File: config.mk
export PLATFORM = sky130hd
export DESIGN_NAME = fft_unload_flat
export DESIGN_NICKNAME = d
export VERILOG_FILES = /design/src/rtl/fft_unload_if.sv /design/src/rtl/fft_unload.sv /design/src/flat_wrapper.sv
export SDC_FILE = /design/constraint.sdc
export NUM_CORES = 1
export LEC_CHECK = 0
export CAP_MARGIN = 0
export CORE_MARGIN = 8
export CORE_UTILIZATION = 25
export CTS_CLUSTER_SIZE = 16
export DETAILED_ROUTE_END_ITERATION = 6
export SKIP_CTS_REPAIR_TIMING = 1
export SYNTH_ARGS = -nofsm -noshare
export SYNTH_HDL_FRONTEND = slang
export SYNTH_SLANG_ARGS = --single-unit
File: constraint.sdc
create_clock -name iCLK -period 2.4 [get_ports iCLK]
set_clock_uncertainty 0.2 [all_clocks]
set_input_delay 0.6 -clock iCLK [delete_from_list [all_inputs] [get_ports iCLK]]
set_output_delay 0.6 -clock iCLK [all_outputs]
set_load 0.05 [all_outputs]
File: src/rtl/fft_unload_if.sv
// Handshake and bank-read bundle between the FFT result unloader and its environment.
// Purpose: groups the start/ready controls, the four bank read ports and the output stream.
// Ports: master = unloader side (drives addresses and the stream); slave = core RAMs plus sink.
interface fft_unload_if #(
  parameter int ADDR_W = 9,
  parameter int DATA_W = 17
);
  logic              iSTART;
  logic              iFFT_RDY;
  logic [ADDR_W-1:0] oADDR_RD_0;
  logic [ADDR_W-1:0] oADDR_RD_1;
  logic [ADDR_W-1:0] oADDR_RD_2;
  logic [ADDR_W-1:0] oADDR_RD_3;
  logic [DATA_W-1:0] iDATA_RE_0;
  logic [DATA_W-1:0] iDATA_RE_1;
  logic [DATA_W-1:0] iDATA_RE_2;
  logic [DATA_W-1:0] iDATA_RE_3;
  logic [DATA_W-1:0] oDATA;
  logic              oVALID;
  logic              iREADY;
  logic              oLAST;
  logic              oBUSY;
  logic              oDONE;

  modport master (
    input  iSTART, iFFT_RDY, iDATA_RE_0, iDATA_RE_1, iDATA_RE_2, iDATA_RE_3, iREADY,
    output oADDR_RD_0, oADDR_RD_1, oADDR_RD_2, oADDR_RD_3, oDATA, oVALID, oLAST, oBUSY, oDONE
  );

  modport slave (
    output iSTART, iFFT_RDY, iDATA_RE_0, iDATA_RE_1, iDATA_RE_2, iDATA_RE_3, iREADY,
    input  oADDR_RD_0, oADDR_RD_1, oADDR_RD_2, oADDR_RD_3, oDATA, oVALID, oLAST, oBUSY, oDONE
  );
endinterface

File: src/rtl/fft_unload.sv
// Purpose: streams the 2048 real FFT results out of four interleaved RAM banks in natural order.
// Latency: start sampled in cycle 0, address 0 in cycle 1, sample 0 valid in cycle 3; 1 word/cycle.
// Backpressure: credit-limited reads into a FIFO_D-deep buffer; head held stable while iREADY is low.
// Ports: iCLK, iRESET (async, active-low), bus (fft_unload_if.master: start/ready controls,
//        four registered bank read addresses, bank read data, oDATA/oVALID/iREADY/oLAST stream,
//        oBUSY level and oDONE pulse).
module fft_unload #(
  parameter int ADDR_W = 9,
  parameter int DATA_W = 17,
  parameter int FIFO_D = 4
) (
  input logic          iCLK,
  input logic          iRESET,
  fft_unload_if.master bus
);

  localparam int IDX_W = ADDR_W + 2;
  localparam int PTR_W = (FIFO_D > 1) ? $clog2(FIFO_D) : 1;
  localparam int CNT_W = $clog2(FIFO_D + 1);
  localparam int CRD_W = CNT_W + 2;

  localparam logic [1:0] ST_IDLE  = 2'd0;
  localparam logic [1:0] ST_READ  = 2'd1;
  localparam logic [1:0] ST_DRAIN = 2'd2;

  logic [1:0]        state_q, state_d;
  logic [IDX_W-1:0]  issue_cnt_q, issue_cnt_d;
  logic [ADDR_W-1:0] addr_q, addr_d;

  // Issue stage: address is on the ports this cycle, data returns next cycle.
  logic              s1_vld_q, s1_vld_d;
  logic [1:0]        s1_sel_q, s1_sel_d;
  logic              s1_last_q, s1_last_d;

  // RAM stage: bank data is present this cycle and is pushed at the next edge.
  logic              s2_vld_q;
  logic [1:0]        s2_sel_q;
  logic              s2_last_q;

  // Output FIFO, entry = {last, data}.
  logic [DATA_W:0]   mem_q [FIFO_D];
  logic [PTR_W-1:0]  wr_ptr_q, wr_ptr_d;
  logic [PTR_W-1:0]  rd_ptr_q, rd_ptr_d;
  logic [CNT_W-1:0]  cnt_q, cnt_d;
  logic              done_q, done_d;

  logic              start_ok;
  logic              credit_ok;
  logic              issue;
  logic [IDX_W-1:0]  issue_idx;
  logic [CRD_W-1:0]  crd_used;
  logic              push;
  logic              pop;
  logic              head_vld;
  logic              head_last;
  logic [DATA_W:0]   push_dat;

  function automatic logic [PTR_W-1:0] ptr_inc(input logic [PTR_W-1:0] p);
    return (p == PTR_W'(FIFO_D - 1)) ? '0 : p + PTR_W'(1);
  endfunction

  assign start_ok  = (state_q == ST_IDLE) && bus.iSTART && bus.iFFT_RDY;
  // Occupancy plus every read still in the pipe must leave room, so the FIFO can never overflow.
  assign crd_used  = CRD_W'(cnt_q) + CRD_W'(s1_vld_q) + CRD_W'(s2_vld_q);
  assign credit_ok = crd_used < CRD_W'(FIFO_D);
  // The accepting edge itself issues index 0 so address 0 is on the ports one cycle after start.
  assign issue     = start_ok || ((state_q == ST_READ) && credit_ok);
  assign issue_idx = start_ok ? '0 : issue_cnt_q;

  assign head_vld  = (cnt_q != '0);
  assign head_last = head_vld && mem_q[rd_ptr_q][DATA_W];
  assign push      = s2_vld_q;
  assign pop       = head_vld && bus.iREADY;

  always_comb begin
    push_dat = {s2_last_q, bus.iDATA_RE_0};
    case (s2_sel_q)
      2'd1:    push_dat = {s2_last_q, bus.iDATA_RE_1};
      2'd2:    push_dat = {s2_last_q, bus.iDATA_RE_2};
      2'd3:    push_dat = {s2_last_q, bus.iDATA_RE_3};
      default: push_dat = {s2_last_q, bus.iDATA_RE_0};
    endcase
  end

  always_comb begin
    state_d     = state_q;
    issue_cnt_d = issue_cnt_q;
    addr_d      = addr_q;
    s1_vld_d    = issue;
    s1_sel_d    = s1_sel_q;
    s1_last_d   = s1_last_q;
    if (issue) begin
      addr_d      = issue_idx[IDX_W-1:2];
      s1_sel_d    = issue_idx[1:0];
      s1_last_d   = &issue_idx;
      issue_cnt_d = issue_idx + IDX_W'(1);
    end
    case (state_q)
      ST_IDLE:  if (start_ok) state_d = ST_READ;
      ST_READ:  if (issue && (&issue_cnt_q)) state_d = ST_DRAIN;
      ST_DRAIN: if (pop && head_last) state_d = ST_IDLE;
      default:  state_d = ST_IDLE;
    endcase
  end

  always_comb begin
    wr_ptr_d = wr_ptr_q;
    rd_ptr_d = rd_ptr_q;
    cnt_d    = cnt_q;
    if (start_ok) begin
      wr_ptr_d = '0;
      rd_ptr_d = '0;
      cnt_d    = '0;
    end else begin
      if (push) wr_ptr_d = ptr_inc(wr_ptr_q);
      if (pop)  rd_ptr_d = ptr_inc(rd_ptr_q);
      case ({push, pop})
        2'b10:   cnt_d = cnt_q + CNT_W'(1);
        2'b01:   cnt_d = cnt_q - CNT_W'(1);
        default: cnt_d = cnt_q;
      endcase
    end
  end

  assign done_d = (state_q == ST_DRAIN) && pop && head_last;

  always_ff @(posedge iCLK or negedge iRESET) begin
    if (!iRESET) begin
      state_q     <= ST_IDLE;
      issue_cnt_q <= '0;
      addr_q      <= '0;
      s1_vld_q    <= 1'b0;
      s1_sel_q    <= '0;
      s1_last_q   <= 1'b0;
      s2_vld_q    <= 1'b0;
      s2_sel_q    <= '0;
      s2_last_q   <= 1'b0;
      wr_ptr_q    <= '0;
      rd_ptr_q    <= '0;
      cnt_q       <= '0;
      done_q      <= 1'b0;
      for (int i = 0; i < FIFO_D; i++) mem_q[i] <= '0;
    end else begin
      state_q     <= state_d;
      issue_cnt_q <= issue_cnt_d;
      addr_q      <= addr_d;
      s1_vld_q    <= s1_vld_d;
      s1_sel_q    <= s1_sel_d;
      s1_last_q   <= s1_last_d;
      s2_vld_q    <= s1_vld_q;
      s2_sel_q    <= s1_sel_q;
      s2_last_q   <= s1_last_q;
      wr_ptr_q    <= wr_ptr_d;
      rd_ptr_q    <= rd_ptr_d;
      cnt_q       <= cnt_d;
      done_q      <= done_d;
      if (push) mem_q[wr_ptr_q] <= push_dat;
    end
  end

  assign bus.oADDR_RD_0 = addr_q;
  assign bus.oADDR_RD_1 = addr_q;
  assign bus.oADDR_RD_2 = addr_q;
  assign bus.oADDR_RD_3 = addr_q;
  assign bus.oDATA      = mem_q[rd_ptr_q][DATA_W-1:0];
  assign bus.oVALID     = head_vld;
  assign bus.oLAST      = head_last;
  assign bus.oBUSY      = (state_q != ST_IDLE);
  assign bus.oDONE      = done_q;

endmodule

File: src/flat_wrapper.sv
// flat-port wrapper written by rule: the top's interface ports become plain ports
module fft_unload_flat 
#(
  parameter int ADDR_W = 9,
  parameter int DATA_W = 17,
  parameter int FIFO_D = 4
)
  (iCLK, iRESET, bus_iSTART, bus_iFFT_RDY, bus_iDATA_RE_0, bus_iDATA_RE_1, bus_iDATA_RE_2, bus_iDATA_RE_3, bus_iREADY, bus_oADDR_RD_0, bus_oADDR_RD_1, bus_oADDR_RD_2, bus_oADDR_RD_3, bus_oDATA, bus_oVALID, bus_oLAST, bus_oBUSY, bus_oDONE);
  fft_unload_if #(.ADDR_W(ADDR_W), .DATA_W(DATA_W)) bus_i ();
  input logic iCLK;
  input logic iRESET;
  input wire logic [$bits(bus_i.iSTART)-1:0] bus_iSTART;
  input wire logic [$bits(bus_i.iFFT_RDY)-1:0] bus_iFFT_RDY;
  input wire logic [$bits(bus_i.iDATA_RE_0)-1:0] bus_iDATA_RE_0;
  input wire logic [$bits(bus_i.iDATA_RE_1)-1:0] bus_iDATA_RE_1;
  input wire logic [$bits(bus_i.iDATA_RE_2)-1:0] bus_iDATA_RE_2;
  input wire logic [$bits(bus_i.iDATA_RE_3)-1:0] bus_iDATA_RE_3;
  input wire logic [$bits(bus_i.iREADY)-1:0] bus_iREADY;
  output wire logic [$bits(bus_i.oADDR_RD_0)-1:0] bus_oADDR_RD_0;
  output wire logic [$bits(bus_i.oADDR_RD_1)-1:0] bus_oADDR_RD_1;
  output wire logic [$bits(bus_i.oADDR_RD_2)-1:0] bus_oADDR_RD_2;
  output wire logic [$bits(bus_i.oADDR_RD_3)-1:0] bus_oADDR_RD_3;
  output wire logic [$bits(bus_i.oDATA)-1:0] bus_oDATA;
  output wire logic [$bits(bus_i.oVALID)-1:0] bus_oVALID;
  output wire logic [$bits(bus_i.oLAST)-1:0] bus_oLAST;
  output wire logic [$bits(bus_i.oBUSY)-1:0] bus_oBUSY;
  output wire logic [$bits(bus_i.oDONE)-1:0] bus_oDONE;
  assign bus_i.iSTART = bus_iSTART;
  assign bus_i.iFFT_RDY = bus_iFFT_RDY;
  assign bus_i.iDATA_RE_0 = bus_iDATA_RE_0;
  assign bus_i.iDATA_RE_1 = bus_iDATA_RE_1;
  assign bus_i.iDATA_RE_2 = bus_iDATA_RE_2;
  assign bus_i.iDATA_RE_3 = bus_iDATA_RE_3;
  assign bus_i.iREADY = bus_iREADY;
  assign bus_oADDR_RD_0 = bus_i.oADDR_RD_0;
  assign bus_oADDR_RD_1 = bus_i.oADDR_RD_1;
  assign bus_oADDR_RD_2 = bus_i.oADDR_RD_2;
  assign bus_oADDR_RD_3 = bus_i.oADDR_RD_3;
  assign bus_oDATA = bus_i.oDATA;
  assign bus_oVALID = bus_i.oVALID;
  assign bus_oLAST = bus_i.oLAST;
  assign bus_oBUSY = bus_i.oBUSY;
  assign bus_oDONE = bus_i.oDONE;
  fft_unload #(.ADDR_W(ADDR_W), .DATA_W(DATA_W), .FIFO_D(FIFO_D)) u_core (.iCLK(iCLK), .iRESET(iRESET), .bus(bus_i));
endmodule
==> qor.csv <==
metric,value,unit
outcome,finished with violations,
failing checks,"negative hold slack, negative setup slack",
CTS tree,yes,
Cell variety after synth,38,
YS warnings,0,
DP Wirelength,10300,µm
Max Root-Sink Buffers,2,
Critical Path AT,1.68,ns
"EDFF count, synth",0,
CTS buffer count,9,
number of antenna violations at the first check in global routing,0,
Crit path required time,1.60,ns
post-synthesis sequential area ratio,49.5,%
Critical Setup Path Class,register to primary output,
syn_area_per_cell,13.6,µm²
"Slew Viols, Final",0,
root buffer cell,clkbuf_16,
Pwr Density,1510,mW/mm²
Final period util,103,%
IO Port Bufs,129,
Fin. Hold Viols,20,
placed cells,796,
Iter 0 DRT Violations,116,
CP Capture Type,primary output,
ant diodes,0,
fraction of layout cells with a size suffix above 1,43.4,%
drt first pass iters,4,
initial cell density of the core,25.5,%
worst vdd ir,612,µV
cells on worst reg2reg path,8,
maximum fanout along the worst path,6,
async set-reset flop share out of synthesis,100,%
vias in the first global route,4169,
Core Region,0.0218,mm²
RSZ-0062 raised after global routing,true,
worst r2r src,u_core.cnt_q[1]$_DFFE_PN0P_,
final core utilization,34.2,%
"top cells by count, synth","110 x dfrtp_1, 73 x mux2_2, 35 x mux4_2, 32 x buf_4, 22 x a21oi_1",
row count,54,
I/O Pins,130,
final std cells w/o fill,815,
final hold slack,-0.00409,ns
worst-margin pin slew,0.449,ns
"Reg clk slew, reported paths",0.08,ns
Syn-to-layout area delta,34.2,%
Die Area,0.0273,mm²
pin count of the biggest net entering global routing,44,
Final ANT Viol Nets,0,
Startpoint Class,register,
#FFs+latches synth,110,
final setup vio count,18,
Rel. slew slack,70.1,%
die height,165,µm
Fmax,0.404,GHz
Tot GR Track Use,10.5,%
# Max-Cap Violations,0,
"wirelength, routed",14300,µm
Pwr Total,11.3,mW
syn_nets,493,
GRT overflow,0,
fin nets,613,
Min-Delay Path Class,input port to asynchronous set/reset pin,
H-tree depth,3,
DIE WIDTH,165,µm
"count leader, synth",dfrtp_1,
"area leader, netlist",dfrtp_1,
DR WL/cell,17.6,µm
Post-Syn Area,0.00556,mm²
"top cells by area, synth","dfrtp_1 49%, mux2_2 15%, mux4_2 14%, buf_4 4.3%, ha_1 2.0%",
first-pass GRT wire length,22200,µm
r2r setup slk,0.08,ns
Fin Setup TNS,-0.910,ns
Reg-to-Reg End,u_core.cnt_q[2]$_DFFE_PN0P_,
share of the synthesized area in the top cell type,49.5,%
Clock Latency Late Sink,0.35,ns
drt drc,0,
ys flop type,dfrtp_1,
Leak,3.13,nW
Vias,3811,
setup ws final,-0.0774,ns
RePlAce Congestion,0.773,
clock period minus worst slack,2.48,ns
Via density,4.68,
CP Capture Point,bus_oDATA[6],
Post-Synthesis Cells,410,
clk sinks,110,
Worst Setup SP,u_core.rd_ptr_q[0]$_DFFE_PN0P_,
## routing by layer
metal  vias up  part of all wire, %  wire length, µm  track usage [%]
met3        11                  6.0              855             3.05
met5         -                    0                0                0
met4         0                 0.73              105             2.09
li1       1736                    -                -                -
met2        88                   54             7770             19.6
met1      1976                   39             5580             11.5
## cell families (layout without fill, tap and decap cells)
kind of cell | Yosys count | after routing | share of synthesized area, %
simple gates | 69 | 69 | 6.59
compound gates | 51 | 51 | 5.24
buf+inv | 55 | 180 | 6.16
flops | 110 | 110 | 49.5
fa+ha+maj | 10 | 10 | 2.38
xor+xnor | 2 | 2 | 0.315
mux | 113 | 113 | 29.8
## where the power goes
group          total, mW  internal, mW  switching [mW]  leakage, nW
combinational       6.60          2.94            3.66         1.65
sequential          3.19          2.68           0.510         1.34
clock               1.48         0.782           0.695        0.149
## stage by stage
step / cell area (µm²) / setup WS [ns]
final: 7470 / -0.0774
after detailed placement: 7040 / -0.391
after CTS: 7340 / -0.178
after global routing: 7470 / -0.155
after global placement: 7040 / -0.321
after floorplan: 5580 / -0.0185
## layout make-up
cell class / count / area, µm²
fill: 2126 / 14400
inverter: 6 / 22.5
timing repair buffer: 158 / 1510
multi-input combinational: 245 / 2530
clock buffer: 11 / 253
sequential: 110 / 2750
clock inverter: 5 / 46.3
tap: 280 / 350
## cell usage in the layout (no fill, tap or decap), types with 2 or more instances in the layout
master           instances
or3_1                    4
a21oi_1                 21
mux4_2                  35
buf_12                   7
inv_1                    6
o21ai_0                 16
dlymetal6s2s_1           2
clkbuf_16                9
o31ai_1                  4
ha_1                     7
a31o_2                   2
or2_4                    2
inv_6                    3
nand2_1                 14
clkbuf_8                 2
nand3_1                 15
nor3_1                   4
mux2i_1                  5
buf_4                   65
nand2b_1                 2
buf_6                   15
nand2_2                  2
nand4_1                  2
or4_1                    3
a21o_1                   3
or3_4                    2
mux2_2                  73
nor2_1                   8
clkdlybuf4s50_1         69
dfrtp_1                109
and2_4                   3
## worst min-delay path by stage
stage	to	slack, ns
2_1_floorplan	u_core.bus.oADDR_RD_0[0]$_DFFE_PN0P_	0.10
3_3_place_gp	u_core.s2_sel_q[1]$_DFF_PN0_	0.16
3_5_place_dp	u_core.s2_sel_q[1]$_DFF_PN0_	0.16
4_1_cts	u_core.mem_q[66]$_DFFE_PN0P_	-0.01
5_1_grt	u_core.mem_q[66]$_DFFE_PN0P_	0.0004
6_report	u_core.mem_q[47]$_DFFE_PN0P_	-0.004
## worst max-delay path: stages (launching register included)
cell	delay (ns)
dfrtp_2	0.41
buf_4	0.20
mux4_2	0.52
buf_4	0.21
## sequential cells by signal, summed over array words and instances (netlist names), 2 cells and up
register and flops:
u_core.state_q 2, u_core.s2_sel_q 2, u_core.bus.oADDR_RD_0 9, u_core.mem_q 72
u_core.wr_ptr_q 2, u_core.issue_cnt_q 11, u_core.cnt_q 3, u_core.s1_sel_q 2
u_core.rd_ptr_q 2
(Power assumes the default switching activity.)
==> variant (config.mk and constraints unchanged) <==
`addr_q` no longer has a reset.
--- a/src/rtl/fft_unload.sv
+++ b/src/rtl/fft_unload.sv
@@ -130,3 +130,2 @@
       issue_cnt_q <= '0;
-      addr_q      <= '0;
       s1_vld_q    <= 1'b0;
@@ -145,3 +144,2 @@
       issue_cnt_q <= issue_cnt_d;
-      addr_q      <= addr_d;
       s1_vld_q    <= s1_vld_d;
@@ -160,2 +158,6 @@
 
+  always_ff @(posedge iCLK) begin
+    addr_q <= addr_d;
+  end
+
   assign bus.oADDR_RD_0 = addr_q;
Formal check against the unedited RTL: differs if iRESET is asserted again (counterexample within 10 cycles, from zero or initial values and one cycle with iRESET low); with iRESET held inactive, the same outputs for 10 cycles.
==> variant against the unedited design <==
The run ends with setup timing left. Count of clock-buffer cells in the layout is 2 lower. Setup slack worse by 16 ps. Global-route usage is 0.34 points lower. Worst hold slack gained 180 ps. Synthesized area decreased by 2.3%. Design area is 0.18% lower. Sequential cell count unchanged. Wire length down 5.7%. Critical endpoint is now bus_oDATA[0]. Largest cell class unchanged.
Power is not compared: it rests on default switching activity, and its combinational part moved more than twofold at a synthesized area within 25%.
==> variant: results (changes against the unedited design) <==
Area after DPL 7000 um2 (-0.55%); Slew @ Worst Pin 524 ps (+74.8 ps); sum of negative setup slack -1270 ps (-364 ps); Worst-Skew Late Latency 350 ps (about the same); fill count 2099 (-1.3%); failing checks setup timing; Async S/R FF share, synth 0.918 (-0.0818); largest net degree at the start of global routing 38 (-14%); syn nets 451 (-8.5%); via count 3535 (-7.2%); Post-synth EDFFs 9 (+9); pre-CTS setup slack -377 ps (+14.4 ps); Worst setup startpoint u_core.rd_ptr_q[0]; DRT iter0 DRCs 133 (+15%); Max H-tree Level 3 (unchanged); vias in the first global route 3969 (-4.8%); slowest CP cell mux4_2; synth cell count leaders 101 x dfrtp_1, 73 x mux2_2, 35 x mux4_2; Lkg Pwr ~3.4 nW; CP endpoint bus_oDATA[0]; Top reg by flops u_core.mem_q; Reg-to-Reg End u_core.cnt_q[2]; clock slew seen by the registers of the worst setup and hold paths 80 ps (about the same); CP max FO 7 (+1); CP peak stage delay 520 ps (about the same); Root Buffer clkbuf_16; ranking of synthesized cells by area dfrtp_1 46%, mux2_2 15%, mux4_2 14%, edfxtp_1 5.0%, buf_4 4.0%; drt pass-1 iters 4 (unchanged); min setup slack post-route -93.9 ps (-16.5 ps); antenna violations before repair 0 (unchanged); gpl congestion 0.773 (about the same); Yosys cell types 46 (+21%); DPL Wire Length 10200 um (-1.2%); status finished with violations; CP arrival roughly 1700 ps; IO Port Bufs 129 (unchanged); nets 581 (-5.2%); register area share after synthesis 0.514 (+0.0198); # setup viols final 18 (unchanged); max reg flops 72 (unchanged); Yosys warnings 0 (unchanged); Main synth FF type dfrtp_1; Max clock buf depth 2 (unchanged); HP Class register to register; wire per inst 17.2 um (-1.8%); Ant. Diodes 0 (unchanged); worst reg-to-reg setup slack 80 ps (about the same); Total GRT Usage 0.101 (-0.00340); cts bufs inserted 9 (unchanged); Max VDD drop roughly 0.29 mV; R2R cell count 7 (-1); share of cells above drive strength 1 0.370 (-0.0639); first-pass GRT wire length 21000 um (-5.5%); worst reg2reg path startpoint u_core.cnt_q[0]
variant: worst max-delay path: cells and delay by family, from the launching register on:
kind     cells  cell delay [ps]
mux          1              520
flops        1              430
buf+inv      2              390
variant: layout make-up:
| cell class | instances | area, um2 | area share |
|---|---|---|---|
| timing repair buffer | 160 | 1640 | 0.219 |
| multi-input combinational | 212 | 2350 | 0.316 |
| inverter | 5 | 18.8 | 0.00252 |
| tap | 280 | 350 | 0.0470 |
| clock inverter | 7 | 71.3 | 0.00957 |
| sequential | 110 | 2800 | 0.376 |
| clock buffer | 9 | 225 | 0.0302 |
variant: power by group:
| group | internal [mW] | switching [mW] |
|---|---|---|
| sequential | 2.00 | 0.101 |
| combinational | 0.947 | 1.23 |
| clock | 0.736 | 0.735 |
| total | 3.68 | 2.07 |
variant: kinds of logic (layout without fill, tap and decap cells):
logic type,count (synthesis),in the layout,synth area share
AO/OA/AOI/OAI,20,20,0.0258
XOR/XNOR,9,9,0.0145
adder cells (fa/ha/maj),10,10,0.0244
buffers and inverters,46,181,0.0550
flip-flops,110,110,0.514
multiplexers,113,113,0.306
AND/OR/NAND/NOR,60,60,0.0603
variant: worst min path at each step:
stage / start / end / slack [ps] / cells past startpoint
after floorplan: iRESET / u_core.bus.oDONE / 100 / 0
after detailed placement: u_core.s1_sel_q[1] / u_core.s2_sel_q[1] / 160 / 0
final: u_core.s1_sel_q[1] / u_core.s2_sel_q[1] / 180 / 0
after global routing: u_core.s1_sel_q[1] / u_core.s2_sel_q[1] / 200 / 0
after CTS: iRESET / u_core.push / -40 / 1
after global placement: u_core.s1_sel_q[1] / u_core.s2_sel_q[1] / 160 / 0
variant: stage by stage:
| step | instances | hold slack [ps] | util |
|---|---|---|---|
| final | 783 | 176 | 0.345 |
| after CTS | 781 | -41.1 | 0.338 |
| after floorplan | 368 | 104 | - |
| after global routing | 783 | 200 | 0.345 |
| after global placement | 765 | 159 | 0.324 |
| after detailed placement | 765 | 159 | 0.324 |
variant: routing by layer:
metal,routed length (um),part of all wire,vias up,GRT usage
li1,-,-,1597,-
met5,0,0,-,0
met4,167,0.012,0,0.0343
met1,5450,0.40,1845,0.114
met3,758,0.056,11,0.0252
met2,7120,0.53,82,0.183
